<file path="src/rtl/top_blinking_machine.sv">
// Blink sequencer: a free-running divider makes a 50% duty slow clock plus a
// one-cycle tick on its rising edge; the FSM steps once per tick to emit BLINKS on/off pulses.
module top_blinking_machine #(
  parameter int CLK_FREQ = 100_000_000,
  parameter int OUT_FREQ = 1,
  parameter int BLINKS   = 3
) (
  input  logic i_clk,
  input  logic i_rst,
  input  logic i_start,
  output logic o_out,
  output logic o_clk_1hz
);

  localparam int HALF_RAW = CLK_FREQ / (2 * OUT_FREQ);
  localparam int HALF     = (HALF_RAW < 1) ? 1 : HALF_RAW;
  localparam int DIV_W    = (HALF > 1) ? $clog2(HALF) : 1;
  localparam int BLK_W    = $clog2(BLINKS + 1);

  localparam logic [DIV_W-1:0] DIV_LAST = DIV_W'(HALF - 1);
  localparam logic [BLK_W-1:0] BLK_LAST = BLK_W'(BLINKS);
  localparam logic [BLK_W-1:0] BLK_ONE  = BLK_W'(1);

  typedef enum logic [1:0] {
    ST_IDLE = 2'd0,
    ST_ON   = 2'd1,
    ST_OFF  = 2'd2
  } state_t;

  logic [DIV_W-1:0] div_cnt_q, div_cnt_d;
  logic             clk_q, clk_d;
  logic             div_wrap;
  logic             tick;

  state_t           state_q;
  logic [BLK_W-1:0] blink_cnt_q;
  logic             pending_q;
  logic             out_q;

  // Tick fires on the very edge where the slow clock goes 0->1, so the FSM
  // and o_clk_1hz change together.
  always_comb begin
    div_wrap  = (div_cnt_q == DIV_LAST);
    div_cnt_d = div_wrap ? '0 : div_cnt_q + DIV_W'(1);
    clk_d     = div_wrap ? ~clk_q : clk_q;
    tick      = div_wrap & ~clk_q;
  end

  always_ff @(posedge i_clk or negedge i_rst) begin
    if (!i_rst) begin
      div_cnt_q <= '0;
      clk_q     <= 1'b0;
    end else begin
      div_cnt_q <= div_cnt_d;
      clk_q     <= clk_d;
    end
  end

  always_ff @(posedge i_clk or negedge i_rst) begin
    if (!i_rst) begin
      state_q     <= ST_IDLE;
      blink_cnt_q <= '0;
      pending_q   <= 1'b0;
      out_q       <= 1'b0;
    end else begin
      case (state_q)
        ST_IDLE: begin
          // Only a request latched before this tick may start a sequence.
          if (tick && pending_q) begin
            state_q     <= ST_ON;
            blink_cnt_q <= BLK_ONE;
            pending_q   <= 1'b0;
            out_q       <= 1'b1;
          end else if (i_start) begin
            pending_q <= 1'b1;
          end
        end
        ST_ON: begin
          pending_q <= 1'b0;
          if (tick) begin
            state_q <= ST_OFF;
            out_q   <= 1'b0;
          end
        end
        ST_OFF: begin
          pending_q <= 1'b0;
          if (tick) begin
            if (blink_cnt_q == BLK_LAST) begin
              state_q     <= ST_IDLE;
              blink_cnt_q <= '0;
              out_q       <= 1'b0;
            end else begin
              state_q     <= ST_ON;
              blink_cnt_q <= blink_cnt_q + BLK_ONE;
              out_q       <= 1'b1;
            end
          end
        end
        default: begin
          state_q     <= ST_IDLE;
          blink_cnt_q <= '0;
          pending_q   <= 1'b0;
          out_q       <= 1'b0;
        end
      endcase
    end
  end

  assign o_out     = out_q;
  assign o_clk_1hz = clk_q;

endmodule

</file>
<file path="config.mk">
export PLATFORM = sky130hd
export DESIGN_NAME = top_blinking_machine
export DESIGN_NICKNAME = d
export VERILOG_FILES = /design/src/rtl/top_blinking_machine.sv
export SDC_FILE = /design/constraint.sdc
export NUM_CORES = 1
export LEC_CHECK = 0
export BUFFER_PORTS_ARGS = -buffer_cell sky130_fd_sc_hd__buf_2
export CAP_MARGIN = 10
export CORE_MARGIN = 1.5
export CORE_UTILIZATION = 45
export DETAILED_ROUTE_END_ITERATION = 8
export HOLD_SLACK_MARGIN = 0.05
export PLACE_DENSITY = 0.69
export SETUP_SLACK_MARGIN = 0.05
export SLEW_MARGIN = 0
export SYNTH_ARGS = -nofsm -noshare
export SYNTH_HDL_FRONTEND = slang
export SYNTH_SLANG_ARGS = --single-unit
</file>
<file path="constraint.sdc">
create_clock -name i_clk -period 3.04 [get_ports i_clk]
set_clock_uncertainty 0.2 [all_clocks]
set_input_delay 0.912 -clock i_clk [delete_from_list [all_inputs] [get_ports i_clk]]
set_output_delay 0.912 -clock i_clk [all_outputs]
set_load 0.02 [all_outputs]
</file>
==> results.toml <==
[run_status]
outcome = "finished, final reports clean"

[cts]
clock_path_buffers = 2
postCtsSetupBuffers = 0
cts_tree = "done"
cts_made_buffers = 5
htreeDepth = 2
post_cts_resized = 0
cts-root-buf = "clkbuf_8"
clk_pin_slew_ns = 0.07
clkSinkCount = 33
ctsHoldBuffers = 0
insertion_delay_ns = 0.28

[finish]
multiInputGateArea_um2 = 803
seqCellArea_um2 = 826
final_util_pct = 54.2
diodes = 0
nFillCells = 301
layout.nets = 179
area_growth_pct = 12.6
drive_gt1_share_pct = 11.4

[yosys]
synthArstFlopShare_pct = 100
syn_avg_cell_area_um2 = 10.0
synth_fp_nets = 170
synth_cells = 165
seq_area_frac_synth_pct = 49.8
synth-edff-count = 0
synth_ff_type = "dfrtp_1"
ys_ff_latch = 33
synth.distinct_cells = 38
syn_area_um2 = 1660
yosysWarnings = 0

[drt]
ant_nets = 0
post_drt_via_cell_ratio = 5.73
drt_iter0_drc = 99
wl_um = 3170
via_count = 1266
drt_first_pass_iters = 4
drc_errors = 0
wire_per_inst_um = 14.3

[placed_design]
numPortBuffers = 4
dp_worst_setup_slack_ns = 0.634
gp_congestion = 0.849
place_hpwl_um = 2290

[sta]
slew-limit-headroom_pct = 46.4
worst_hold_slack_ns = 0.305
hold_viol = 0
setup_ws_ns = 0.617
fin_crit_ns = 2.42
setup_viol = 0
min_period_over_period_pct = 79.7
fmax_ghz = 0.413
rsz0062_at_grt = "no"
drv_slew = 0
tightest_slew_ns = 0.797
fin_setup_tns_ns = 0

[worst_setup_path]
reg2reg_slack_ns = 0.62
regToRegStartpoint = "div_cnt_q[0]"
cp-start-kind = "register"
endpoint_kind = "register"
path_cells = "ha_1, nand4_1, nor4_1, and2_1, mux2i_1"
cpMaxStageDelayCell = "nor4_1"
worstPathRequired_ns = 3.05
cp_max_fo = 6
cp-startpoint = "div_cnt_q[0]"
critPathKind = "register to register"
cp.arrival_ns = 2.43
critPathMaxStageDelay_ns = 0.72

[hold_path]
min_path_type = "register to register"
min_from = "div_cnt_q[6]"

[die]
die_area_um2 = 4060
core_area_um2 = 3440
io-pin-count = 5
die_h_um = 63.7
fp.dieW_um = 63.7
rows = 21
start_util_pct = 48.2

[grt]
antenna_found_initial = 0
grt_pass1_vias = 1205
grt_start_max_net_pins = 34
overflow = 0
track_usage_pct = 17.9
grt_pass1_wl_um = 5640

[power_and_ir_drop]
vdd_ir_drop_max_mv = 0.332
powerDensity_nw_per_um2 = 498
leakagePower_uw = 0.000827

[flow_run]
max_cap_viol_count = 0
==> placed cells by master (no fill, tap or decap), types with 2 or more instances in the layout <==
cell type / instances
o21ai_0: 7
nand2b_1: 4
buf_2: 4
buf_4: 2
and3_1: 4
ha_1: 2
xnor2_1: 8
dfrtp_1: 33
nor2_1: 17
a21o_1: 2
xor2_1: 9
a211oi_1: 2
inv_1: 3
bufinv_16: 2
nand2_1: 9
o31ai_1: 4
nand3_1: 6
or3_1: 4
a21oi_1: 9
nor3_1: 4
or4_1: 4
nand4_1: 10
mux2i_1: 2
clkbuf_8: 5
nor4_1: 3
==> final cells by class <==
class                      instances  share of cell area, %
sequential                        33                   44.2
multi-input combinational        125                   43.0
clock buffer                       5                   3.69
clock inverter                     3                   3.49
tap                               46                   3.08
timing repair buffer               6                   1.88
inverter                           3                  0.603
==> through the flow <==
step | std cells | area [um2] | power, uW
after floorplan | 165 | 1660 | 447
after global placement | 213 | 1730 | 457
after detailed placement | 213 | 1730 | 457
after CTS | 221 | 1870 | 943
after global routing | 221 | 1870 | 969
final | 221 | 1870 | 929
==> synth_stat cells (4+ instances only) <==
master | number | share of area, %
nand2b_1 | 4 | 1.5
dfrtp_1 | 33 | 50
or4_1 | 4 | 1.8
a21oi_1 | 9 | 2.7
o31ai_1 | 4 | 1.8
and3_1 | 4 | 1.5
xnor2_1 | 8 | 4.2
nor3_1 | 4 | 1.2
nor2_1 | 17 | 3.8
or3_1 | 4 | 1.5
xor2_1 | 9 | 4.8
nand3_1 | 6 | 1.8
o21ai_0 | 7 | 2.1
nand4_1 | 10 | 3.8
nand2_1 | 9 | 2.0
==> routing by layer <==
layer	global-route usage, %	vias up	routed length (um)
li1	-	623	-
met1	24.4	606	1530
met2	27.1	31	1450
met3	5.18	6	152
met4	6.25	0	42
met5	0	-	0
==> cell families after synthesis <==
| kind of cell | count (synthesis) | share of synthesized area, % |
|---|---|---|
| AO/OA/AOI/OAI | 29 | 11.0 |
| XOR/XNOR | 17 | 8.98 |
| adder cells (fa/ha/maj) | 2 | 1.51 |
| buffers and inverters | 7 | 1.74 |
| flip-flops | 33 | 49.8 |
| multiplexers | 2 | 1.21 |
| AND/OR/NAND/NOR | 75 | 25.7 |
==> final timing paths <==
kind | to | cells past startpoint
max in group asynchronous | div_cnt_q[2] | 1
worst min register to register | div_cnt_q[6] | 1
min in group asynchronous | div_cnt_q[19] | 1
worst max register to register | state_q[1] | 5
worst min-delay path | div_cnt_q[6] | 1
worst max-delay path | state_q[1] | 5
==> flip-flops by register name, summed over array words and instances, names as in the netlist <==
name	cells
pending_q	1
o_clk_1hz	1
state_q	2
blink_cnt_q	2
o_out	1
div_cnt_q	26
==> power by group <==
group	internal [uW]	leakage (uW)	switching (uW)	total, uW
logic	0.902	0.000317	8.26	9.16
registers	439	0.000442	0.0000000000000775	439
clock network	325	0.0000681	155	481
==> critical path: cells and delay by family, from the launching register on <==
family        cells  cell delay [ns]
simple gates      3             1.29
flops             1             0.40
fa+ha+maj         1             0.25
mux               1             0.21
No activity file was read; power rests on OpenSTA's default activity.
